===== config.mk =====
export PLATFORM = sky130hd
export DESIGN_NAME = multi_regs_read_flat
export DESIGN_NICKNAME = d
export VERILOG_FILES = /design/src/rtl/multi_regs_read_pkg.sv /design/src/rtl/multi_regs_read_if.sv /design/src/rtl/multi_regs_read_flag_bank.sv /design/src/rtl/multi_regs_read.sv /design/src/flat_wrapper.sv
export SDC_FILE = /design/constraint.sdc
export NUM_CORES = 1
export LEC_CHECK = 0
export ABC_AREA = 1
export BUFFER_PORTS_ARGS = -buffer_cell sky130_fd_sc_hd__buf_2
export CAP_MARGIN = 20
export CORE_MARGIN = 2
export CORE_UTILIZATION = 30
export CTS_BUF_LIST = sky130_fd_sc_hd__clkbuf_8
export DETAILED_ROUTE_END_ITERATION = 8
export PLACE_DENSITY = 0.56
export SETUP_SLACK_MARGIN = 0.3
export SYNTH_ARGS = -nofsm -noshare
export SYNTH_HDL_FRONTEND = slang
export SYNTH_HIERARCHICAL = 1
export SYNTH_SLANG_ARGS = --single-unit

===== constraint.sdc =====
create_clock -name i_clk -period 2.59 [get_ports i_clk]
set_input_delay 0.518 -clock i_clk [delete_from_list [all_inputs] [get_ports i_clk]]
set_output_delay 0.518 -clock i_clk [all_outputs]
set_load 0.005 [all_outputs]

===== src/rtl/multi_regs_read_pkg.sv =====
// mrr_pkg: FSM states, line-type codes and line-type helpers shared by multi_regs_read
package mrr_pkg;
   typedef enum logic [1:0] {IDLE = 2'd0, WRITE = 2'd1, WAIT = 2'd2, DISC = 2'd3} state_t;
   localparam logic [1:0] LT_HEAD = 2'b01, LT_BODY = 2'b00, LT_TAIL = 2'b10, LT_SINGLE = 2'b11;
   function automatic logic is_tail(input logic [1:0] t);
      return t == LT_TAIL || t == LT_SINGLE;
   endfunction
   function automatic logic is_head(input logic [1:0] t);
      return t == LT_HEAD || t == LT_SINGLE;
   endfunction
endpackage


===== src/rtl/multi_regs_read_if.sv =====
// multi_regs_read_if: packet-buffer RAM write port plus free-bufid FIFO pop port
interface multi_regs_read_if #(parameter int DW = 134, parameter int BUFID_W = 9, parameter int LINE_AW = 7);
   logic [DW-1:0] ov_wdata;
   logic o_data_wr;
   logic [BUFID_W+LINE_AW-1:0] ov_data_waddr;
   logic i_wdata_ack;
   logic i_bufid_empty;
   logic [BUFID_W-1:0] iv_bufid;
   logic o_bufid_ack;
   modport master(output ov_wdata, o_data_wr, ov_data_waddr, o_bufid_ack, input i_wdata_ack, i_bufid_empty, iv_bufid);
   modport slave(input ov_wdata, o_data_wr, ov_data_waddr, o_bufid_ack, output i_wdata_ack, i_bufid_empty, iv_bufid);
endinterface


===== src/rtl/multi_regs_read_flag_bank.sv =====
// staging_flag_bank: per-register empty flags for the staging ring and overflow detection
module staging_flag_bank #(parameter int NUM_REGS = 2) (
   input  logic i_clk,
   input  logic i_rst_n,
   input  logic [NUM_REGS-1:0] iv_write_flag,
   input  logic [NUM_REGS-1:0] iv_read,
   output logic [NUM_REGS-1:0] ov_empty,
   output logic o_ovf
);
   // a write landing on a full register that is not being drained this cycle loses data
   assign o_ovf = |(iv_write_flag & ~ov_empty & ~iv_read);
   always_ff @(posedge i_clk or negedge i_rst_n)
      if (!i_rst_n) ov_empty <= '1;
      else ov_empty <= (ov_empty & ~(iv_write_flag & ~iv_read)) | (iv_read & ~iv_write_flag);
endmodule


===== src/rtl/multi_regs_read.sv =====
// multi_regs_read: drains the staging-register ring into packet-buffer RAM at {bufid, line},
// one bufid per packet, with truncation, stray-line discard and statistics
module multi_regs_read
   import mrr_pkg::*;
#(
   parameter int NUM_REGS = 2,
   parameter int DW = 134,
   parameter int BUFID_W = 9,
   parameter int LINE_AW = 7,
   parameter int CNT_W = 16
) (
   input  logic i_clk,
   input  logic i_rst_n,
   input  logic [NUM_REGS*DW-1:0] iv_data,
   input  logic [NUM_REGS-1:0] iv_write_flag,
   multi_regs_read_if.master bus,
   output logic [BUFID_W-1:0] ov_bufid,
   output logic o_pkt_done,
   output logic [1:0] ov_state,
   output logic [CNT_W-1:0] ov_pkt_cnt,
   output logic [CNT_W-1:0] ov_trunc_cnt,
   output logic [CNT_W-1:0] ov_stray_cnt,
   output logic [CNT_W-1:0] ov_ovf_cnt
);
   localparam int PW = $clog2(NUM_REGS);
   localparam logic [LINE_AW-1:0] LAST_LINE = '1;
   state_t state;
   logic [PW-1:0] rd_ptr, nxt_ptr;
   logic [LINE_AW-1:0] line_cnt, nxt_line;
   logic [NUM_REGS-1:0] empty, rd_oh;
   logic [DW-1:0] cur;
   logic [1:0] cur_t;
   logic trunc, ovf, take, force_tail;
   assign cur = iv_data[int'(rd_ptr)*DW +: DW];
   assign cur_t = cur[DW-1:DW-2];
   assign nxt_ptr = (rd_ptr == PW'(NUM_REGS - 1)) ? '0 : rd_ptr + 1'b1;
   assign nxt_line = line_cnt + 1'b1;
   assign force_tail = nxt_line == LAST_LINE && (cur_t == LT_BODY || cur_t == LT_HEAD);
   // a head in IDLE is only taken once a bufid is available; everything else drains unconditionally
   assign take = !empty[rd_ptr] && (state == WRITE || state == DISC ||
                 (state == IDLE && (!is_head(cur_t) || !bus.i_bufid_empty)));
   assign rd_oh = take ? NUM_REGS'(1) << rd_ptr : '0;
   assign ov_state = state;
   staging_flag_bank #(.NUM_REGS(NUM_REGS)) u_flags (
      .i_clk(i_clk), .i_rst_n(i_rst_n), .iv_write_flag(iv_write_flag),
      .iv_read(rd_oh), .ov_empty(empty), .o_ovf(ovf)
   );
   always_ff @(posedge i_clk or negedge i_rst_n)
      if (!i_rst_n) begin
         state <= IDLE;
         rd_ptr <= '0;
         line_cnt <= '0;
         trunc <= 1'b0;
         bus.ov_wdata <= '0;
         bus.o_data_wr <= 1'b0;
         bus.ov_data_waddr <= '0;
         bus.o_bufid_ack <= 1'b0;
         ov_bufid <= '0;
         o_pkt_done <= 1'b0;
         ov_pkt_cnt <= '0;
         ov_trunc_cnt <= '0;
         ov_stray_cnt <= '0;
         ov_ovf_cnt <= '0;
      end else begin
         bus.o_bufid_ack <= 1'b0;
         o_pkt_done <= 1'b0;
         if (ovf) ov_ovf_cnt <= ov_ovf_cnt + 1'b1;
         case (state)
            IDLE: if (take) begin
               if (is_head(cur_t)) begin
                  bus.ov_wdata <= cur;
                  bus.o_data_wr <= 1'b1;
                  bus.ov_data_waddr <= {bus.iv_bufid, LINE_AW'(0)};
                  bus.o_bufid_ack <= 1'b1;
                  ov_bufid <= bus.iv_bufid;
                  line_cnt <= '0;
                  trunc <= 1'b0;
                  state <= WAIT;
               end else begin
                  ov_stray_cnt <= ov_stray_cnt + 1'b1;
                  rd_ptr <= nxt_ptr;
               end
            end
            WRITE: if (take) begin
               bus.ov_wdata <= force_tail ? {LT_TAIL, cur[DW-3:0]} : cur;
               bus.o_data_wr <= 1'b1;
               bus.ov_data_waddr <= {ov_bufid, nxt_line};
               line_cnt <= nxt_line;
               trunc <= force_tail;
               state <= WAIT;
            end
            WAIT: if (bus.i_wdata_ack) begin
               bus.o_data_wr <= 1'b0;
               rd_ptr <= nxt_ptr;
               o_pkt_done <= trunc || is_tail(bus.ov_wdata[DW-1:DW-2]);
               if (trunc) begin
                  ov_trunc_cnt <= ov_trunc_cnt + 1'b1;
                  state <= DISC;
               end else if (is_tail(bus.ov_wdata[DW-1:DW-2])) begin
                  ov_pkt_cnt <= ov_pkt_cnt + 1'b1;
                  state <= IDLE;
               end else state <= WRITE;
            end
            DISC: if (take) begin
               rd_ptr <= nxt_ptr;
               if (is_tail(cur_t)) state <= IDLE;
            end
            default: state <= IDLE;
         endcase
      end
endmodule


===== src/flat_wrapper.sv =====
// flat-port wrapper written by rule: the top's interface ports become plain ports
module multi_regs_read_flat import mrr_pkg::*;
#(
   parameter int NUM_REGS = 2,
   parameter int DW = 134,
   parameter int BUFID_W = 9,
   parameter int LINE_AW = 7,
   parameter int CNT_W = 16
)
  (i_clk, i_rst_n, iv_data, iv_write_flag, ov_bufid, o_pkt_done, ov_state, ov_pkt_cnt, ov_trunc_cnt, ov_stray_cnt, ov_ovf_cnt, bus_ov_wdata, bus_o_data_wr, bus_ov_data_waddr, bus_o_bufid_ack, bus_i_wdata_ack, bus_i_bufid_empty, bus_iv_bufid);
  multi_regs_read_if #(.DW(DW), .BUFID_W(BUFID_W), .LINE_AW(LINE_AW)) bus_i ();
  input  logic i_clk;
  input  logic i_rst_n;
  input  logic [NUM_REGS*DW-1:0] iv_data;
  input  logic [NUM_REGS-1:0] iv_write_flag;
  output logic [BUFID_W-1:0] ov_bufid;
  output logic o_pkt_done;
  output logic [1:0] ov_state;
  output logic [CNT_W-1:0] ov_pkt_cnt;
  output logic [CNT_W-1:0] ov_trunc_cnt;
  output logic [CNT_W-1:0] ov_stray_cnt;
  output logic [CNT_W-1:0] ov_ovf_cnt;
  output wire logic [$bits(bus_i.ov_wdata)-1:0] bus_ov_wdata;
  output wire logic [$bits(bus_i.o_data_wr)-1:0] bus_o_data_wr;
  output wire logic [$bits(bus_i.ov_data_waddr)-1:0] bus_ov_data_waddr;
  output wire logic [$bits(bus_i.o_bufid_ack)-1:0] bus_o_bufid_ack;
  input wire logic [$bits(bus_i.i_wdata_ack)-1:0] bus_i_wdata_ack;
  input wire logic [$bits(bus_i.i_bufid_empty)-1:0] bus_i_bufid_empty;
  input wire logic [$bits(bus_i.iv_bufid)-1:0] bus_iv_bufid;
  assign bus_ov_wdata = bus_i.ov_wdata;
  assign bus_o_data_wr = bus_i.o_data_wr;
  assign bus_ov_data_waddr = bus_i.ov_data_waddr;
  assign bus_o_bufid_ack = bus_i.o_bufid_ack;
  assign bus_i.i_wdata_ack = bus_i_wdata_ack;
  assign bus_i.i_bufid_empty = bus_i_bufid_empty;
  assign bus_i.iv_bufid = bus_iv_bufid;
  multi_regs_read #(.NUM_REGS(NUM_REGS), .DW(DW), .BUFID_W(BUFID_W), .LINE_AW(LINE_AW), .CNT_W(CNT_W)) u_core (.i_clk(i_clk), .i_rst_n(i_rst_n), .iv_data(iv_data), .iv_write_flag(iv_write_flag), .bus(bus_i), .ov_bufid(ov_bufid), .o_pkt_done(o_pkt_done), .ov_state(ov_state), .ov_pkt_cnt(ov_pkt_cnt), .ov_trunc_cnt(ov_trunc_cnt), .ov_stray_cnt(ov_stray_cnt), .ov_ovf_cnt(ov_ovf_cnt));
endmodule

[Yosys cells after proc, flatten, opt, wreduce, memory -nomap -nowiden]
Index checks and enable logic that the tools add are counted.
Word-level totals
  memory bits (writable): 0
  memories kept: 0
  input bits: 283
  register bits: 239
  word-level logic and storage cells: 126
  bits in read-only memories: 0
  latch bits: 0
Cells by class
  reductions and logical operators: 28
  mux-type cells: 45
  $add $sub $neg: 6
  bitwise logic cells: 12
  shift operators: 2
  multiply operators: 1
  div/mod/pow operators: 0
  $lt $le $gt $ge: 1
  equal/unequal tests: 16
Operators with widths (number)
  134-bit two-way mux: 4
  134-bit one-hot mux with 2 select lines: 1
  268-bit by 32-bit indexed part select with 134-bit output: 1
  16-bit by 1-bit adder with 16-bit output, second input constant: 4
  16-bit two-way mux: 3
  16-bit one-hot mux with 2 select lines: 1
  7-bit two-way mux: 3
  1-bit two-way mux: 20
  2-bit two-way mux: 8
  7-bit one-hot mux with 2 select lines: 1
  2-bit equality test, second input constant: 6
  2-bit AND: 5
  5-bit AND reduction: 2
  3-bit AND reduction: 3
  1-bit logical OR: 8
  1-bit by 7-bit multiplier with 8-bit output, second input constant: 1
  2-bit inequality test, second input constant: 4
  2-bit NOT: 4
  2-bit one-hot mux with 4 select lines: 1
  4-bit AND reduction: 2
  7-bit by 1-bit adder with 7-bit output, second input constant: 1
  7-bit equality test, second input constant: 1
  2-bit by 1-bit inequality test with 1-bit output, second input constant: 3
  1-bit one-hot mux with 3 select lines: 2
  other kinds (14): 22

[Logic depth before layout (Yosys ltp)]
  word-level depth: 15
  gate-level depth with buffers: 16

[Hierarchy]
Netlist, hierarchy kept.
Modules (own cells, without submodules)
  multi_regs_read: cells an instance 1380, area an instance 11368.4 um2, seq. area each 5755.5 um2, instances 1
  staging_flag_bank: cells an instance 19, area an instance 118.9 um2, seq. area each 52.6 um2, instances 1

[Worst setup path before layout]
OpenSTA, ideal clock, no wires.
  kind: reg2reg
  start point: register u_core.rd_ptr
  end point: register u_core.ov_ovf_cnt[13]
  required time: 2.473 ns
  buffers on the path: 3
  clock period less this slack: 2.299 ns
  library setup time: 0.117 ns
  stages on the path, launching flop included: 15
  setup slack: 0.291 ns
  arrival: 2.183 ns
  path through: dfrtp_1 -> buf_4 -> buf_2 -> clkbuf_1 -> nor2_1 -> inv_1 -> nand3_1 -> nand2_1 -> nand2_1 -> nor3_2 -> nand3b_1 -> nor2_1 -> nand2_1 -> nand2_1 -> nand2_1
Between the ends
  longest elaborated chain between the ends: 13
  elaborated cells on any way between the ends: 18
RTL lines
  start: declaration: line multi_regs_read.sv:28  | logic [PW-1:0] rd_ptr, nxt_ptr;
  start signal: assignment: line multi_regs_read.sv:81  | rd_ptr <= nxt_ptr;
  start signal: assignment: line multi_regs_read.sv:94  | rd_ptr <= nxt_ptr;
  start signal: assignment: line multi_regs_read.sv:105  | rd_ptr <= nxt_ptr;
  1-bit by 7-bit multiplier with 8-bit output: line multi_regs_read.sv:34  | assign cur = iv_data[int'(rd_ptr)*DW +: DW];
  268-bit by 32-bit indexed part select with 134-bit output: line multi_regs_read.sv:34
  2-bit by 1-bit equality test with 1-bit output or 2-bit equality test (tied branches): line multi_regs_read_pkg.sv:9  | return t == LT_HEAD || t == LT_SINGLE;
  1-bit logical OR: line multi_regs_read_pkg.sv:9
  1-bit zero test: line multi_regs_read.sv:41  | (state == IDLE && (!is_head(cur_t) || !bus.i_bufid_empty)));
  1-bit logical OR: line multi_regs_read.sv:41
  1-bit logical AND: line multi_regs_read.sv:41
  1-bit logical OR: line multi_regs_read.sv:40  | assign take = !empty[rd_ptr] && (state == WRITE || state == DISC ||
  1-bit logical AND: line multi_regs_read.sv:40
  2-bit two-way mux (*): line multi_regs_read.sv:42  | assign rd_oh = take ? NUM_REGS'(1) << rd_ptr : '0;
  named net u_core.rd_oh[0]: line multi_regs_read.sv:30  | logic [NUM_REGS-1:0] empty, rd_oh;
  2-bit NOT (*): line multi_regs_read_flag_bank.sv:11  | assign o_ovf = |(iv_write_flag & ~ov_empty & ~iv_read);
  2-bit AND (*): line multi_regs_read_flag_bank.sv:11
  2-bit OR reduction (*): line multi_regs_read_flag_bank.sv:11
  named net u_core.ovf: line multi_regs_read.sv:33  | logic trunc, ovf, take, force_tail;
  end signal: assignment: line multi_regs_read.sv:67  | if (ovf) ov_ovf_cnt <= ov_ovf_cnt + 1'b1;
  end: declaration: line multi_regs_read.sv:23  | output logic [CNT_W-1:0] ov_ovf_cnt
The timed path passes the listed nets; every way through them passes the cells marked *. The select of a mux whose other input is x is not followed.
A chain may end at the register's enable or synchronous reset.

[Final worst setup path]
Same ends and word-level chain as after synthesis.

==> results.py <==
metrics = {
    "yosys": {
        "synth_compound_area_share_pct": 16.8,
        "synth_edf_count": 0,
        "syn_avg_cell_area_um2": 8.21,
        "ys_types": 30,
        "synthAdderAreaFrac_pct": 0.654,
        "seq_area_frac_synth_pct": 50.6,
        "synth-main-ff-cell": "dfrtp_1",
        "synth-simple-area-share_pct": 22.5,
        "yosys.area.top_type_share_pct": 50.1,
        "synth.cell_area_um2": 11500,
        "synthArstFlopShare_pct": 100,
        "synth_seq_cells": 232,
        "synthTopCellsByArea": "dfrtp_1, nor2_1, o21a_1",
        "synth.area.mux_share_pct": 0,
        "synth_top_area_cell": "dfrtp_1",
        "syn_inst": 1399,
        "syn_nets": 1688,
        "synth_top_family_by_area": "simple AND/OR/NAND/NOR gates",
        "synth_warnings": 6,
        "synth-xor-area-share_pct": 3.35,
    },
    "pwr": {
        "ir_drop_mv": 0.709,
        "p_leak_uw": 0.00764,
        "power.total_uw": 17300,
        "p_per_area_nw_per_um2": 1110,
    },
    "job": {
        "maxCapViolCount": 0,
    },
    "critical_path": {
        "crit_fanout": 6,
        "worst_setup_path_start_kind": "register",
        "crit_required_ns": 3.06,
        "crit_path_end_kind": "register",
        "path_class": "register to register",
        "arrival_ns": 2.56,
        "rrSetupSlack_ns": 0.50,
    },
    "floorplan": {
        "core.rowCount": 71,
        "die_w_um": 200,
        "dieArea_um2": 39900,
        "io_pins": 511,
        "initial_core_util_pct": 30.5,
        "fp.coreArea_um2": 37700,
        "dieHeight_um": 200,
    },
    "timing": {
        "fin_setup_tns_ns": 0,
        "rsz0062_at_grt": "false",
        "finalSetupViolations": 0,
        "drv_slew": 0,
        "worstMarginPinSlew_ns": 0.825,
        "finalCriticalPeriod_ns": 2.09,
        "finalClockSkew_ns": 0.0329,
        "period_share_pct": 80.6,
        "slew_headroom_pct": 45.0,
        "finalHoldViolCount": 0,
        "whs_ns": 0.151,
        "max_freq_mhz": 479,
    },
    "cts": {
        "h-tree-depth": 2,
        "clkTransAtPathRegs_ns": 0.06,
        "cts_buffer_depth": 3,
        "cts_root_buf": "clkbuf_8",
        "clock_sinks": 232,
        "cts_buffers": 43,
        "cts_tree": "yes",
        "clkLatencyLatePin_ns": 0.59,
    },
    "cells_and_area": {
        "areaGrowthSynthToFinish_pct": 36.1,
        "drive_gt1_share_pct": 32.6,
        "fin_cells": 2461,
        "final_common_cell": "buf_2",
        "final_area_um2": 15600,
        "final_cell_mix": "buf_2, nor2_1, nand2_1",
        "fin_nets": 2206,
    },
    "routing": {
        "met2RoutedLength_um": 18100,
        "met1_length_um": 15600,
        "top_layer_used": "met4",
        "wl_um": 38100,
        "dr.pass1.iters": 7,
        "num_vias": 11319,
        "wl_met3_um": 3320,
        "ant_nets": 0,
        "drc": 0,
        "drt_iter0_markers": 464,
        "wire_per_inst_um": 15.5,
        "via_per_inst": 4.60,
    },
    "grt": {
        "grt_pass1_wl_um": 57500,
        "grt_usage_pct": 18.5,
        "grt_max_degree": 135,
        "grt_overflow": 0,
        "antenna_found_initial": 3,
        "grt_pass1_vias": 11016,
    },
    "status": {
        "status": "finished, final reports clean",
    },
    "placed_design": {
        "io_buffers": 510,
        "place_area_um2": 14600,
        "routabilityCongestion": 0.850,
        "dp_hpwl_um": 27800,
        "dp.cells": 2373,
    },
    "worst_hold_path": {
        "hp-class": "primary input to register",
    },
}
[flip-flops by register name (all words and copies together), names as in the netlist]
| name | count |
|---|---|
| u_core/ov_bufid | 9 |
| u_core/ov_stray_cnt | 16 |
| u_core/rd_ptr | 1 |
| u_core/o_pkt_done | 1 |
| u_core/ov_pkt_cnt | 16 |
| u_core/ov_ovf_cnt | 16 |
| u_core/ov_trunc_cnt | 16 |
| u_core/bus.o_data_wr | 1 |
| u_core/bus.o_bufid_ack | 1 |
| u_core/u_flags/ov_empty | 2 |
| u_core/trunc | 1 |
| u_core/bus.ov_data_waddr | 16 |
| u_core/bus.ov_wdata | 134 |
| u_core/ov_state | 2 |
[layout make-up]
type	count	area, um^2
Inverter	84	320
Tap cell	511	639
Clock buffer	63	867
Antenna cell	3	7.51
Sequential cell	232	5810
Timing Repair Buffer	540	2890
Multi-Input combinational cell	1016	5020
Fill cell	3893	22000
Clock inverter	12	80.1
[routing by layer]
layer / GRT usage, % / vias up
li1: - / 5566
met5: 0 / -
met1: 22.1 / 5257
met4: 6.17 / 0
met3: 6.16 / 74
met2: 31.1 / 422
[worst paths after layout]
path                                                     start  cells past startpoint                             endpoint
min reg2reg                u_core/bus.ov_wdata[79]$_DFFE_PN0P_                      1  u_core/bus.ov_wdata[79]$_DFFE_PN0P_
min                                            bus_iv_bufid[5]                      3       u_core/ov_bufid[5]$_DFFE_PN0P_
max                                  u_core/rd_ptr$_DFFE_PN0P_                     16    u_core/ov_ovf_cnt[13]$_DFFE_PN0P_
max in group asynchronous                              i_rst_n                      3  u_core/bus.ov_wdata[38]$_DFFE_PN0P_
min in group asynchronous                              i_rst_n                      2       u_core/ov_bufid[8]$_DFFE_PN0P_
max reg2reg                          u_core/rd_ptr$_DFFE_PN0P_                     16    u_core/ov_ovf_cnt[13]$_DFFE_PN0P_
[cell usage after synthesis, drive strengths merged (9+ instances only)]
| library cell | number |
|---|---|
| buf | 37 |
| clkbuf | 30 |
| dfrtp | 230 |
| inv | 84 |
| nand2 | 246 |
| nand3 | 36 |
| nand4 | 14 |
| nor2 | 336 |
| nor3 | 9 |
| o21a | 132 |
| o21ai | 181 |
| xnor2 | 17 |
| xor2 | 27 |
[critical path, stage by stage (launching register included)]
cell	delay (ns)
dfrtp_4	0.51
inv_4	0.07
nand2_1	0.07
nand2_2	0.10
nand2_2	0.08
nand3_2	0.08
nor2_1	0.05
inv_1	0.06
nand3_2	0.08
nand2_4	0.10
nand2_2	0.07
nor3_4	0.18
nand3b_1	0.17
nor2_4	0.19
nand2_1	0.07
nand2_1	0.06
nand2_1	0.04
[where the power goes]
part	total (uW)	switching, uW	internal (uW)
logic	7400	4210	3190
clock network	3860	1620	2230
registers	6070	976	5100
total	17300	6810	10500
[logic make-up (layout without fill, tap and decap cells)]
group	after synthesis	after routing
xor gates and xnor gates	44	44
DFF	232	232
other	0	3
and+or+nand+nor	647	647
buffers and inverters	151	699
AOI/OAI and AO/OA	319	319
adders and majority gates	6	6
[metrics by stage]
step | utilization, % | setup WS [ns]
5_1_grt | 41.5 | 0.310
3_3_place_gp | 38.7 | 0.114
3_5_place_dp | 38.7 | 0.00136
6_report | 41.5 | 0.503
2_1_floorplan | - | 0.403
4_1_cts | 41.3 | 0.301
[repair_timing]
action / 4_1_cts / 5_1_grt
setup endpoints to repair: 5 / 7
buffers inserted: 1 / 8
pin swaps: 2 / 7
endpoints found under the hold margin: 33 / 0
resized for setup: 5 / 6
hold buffers: 1 / 0
No activity file was read; power rests on OpenSTA's default activity.
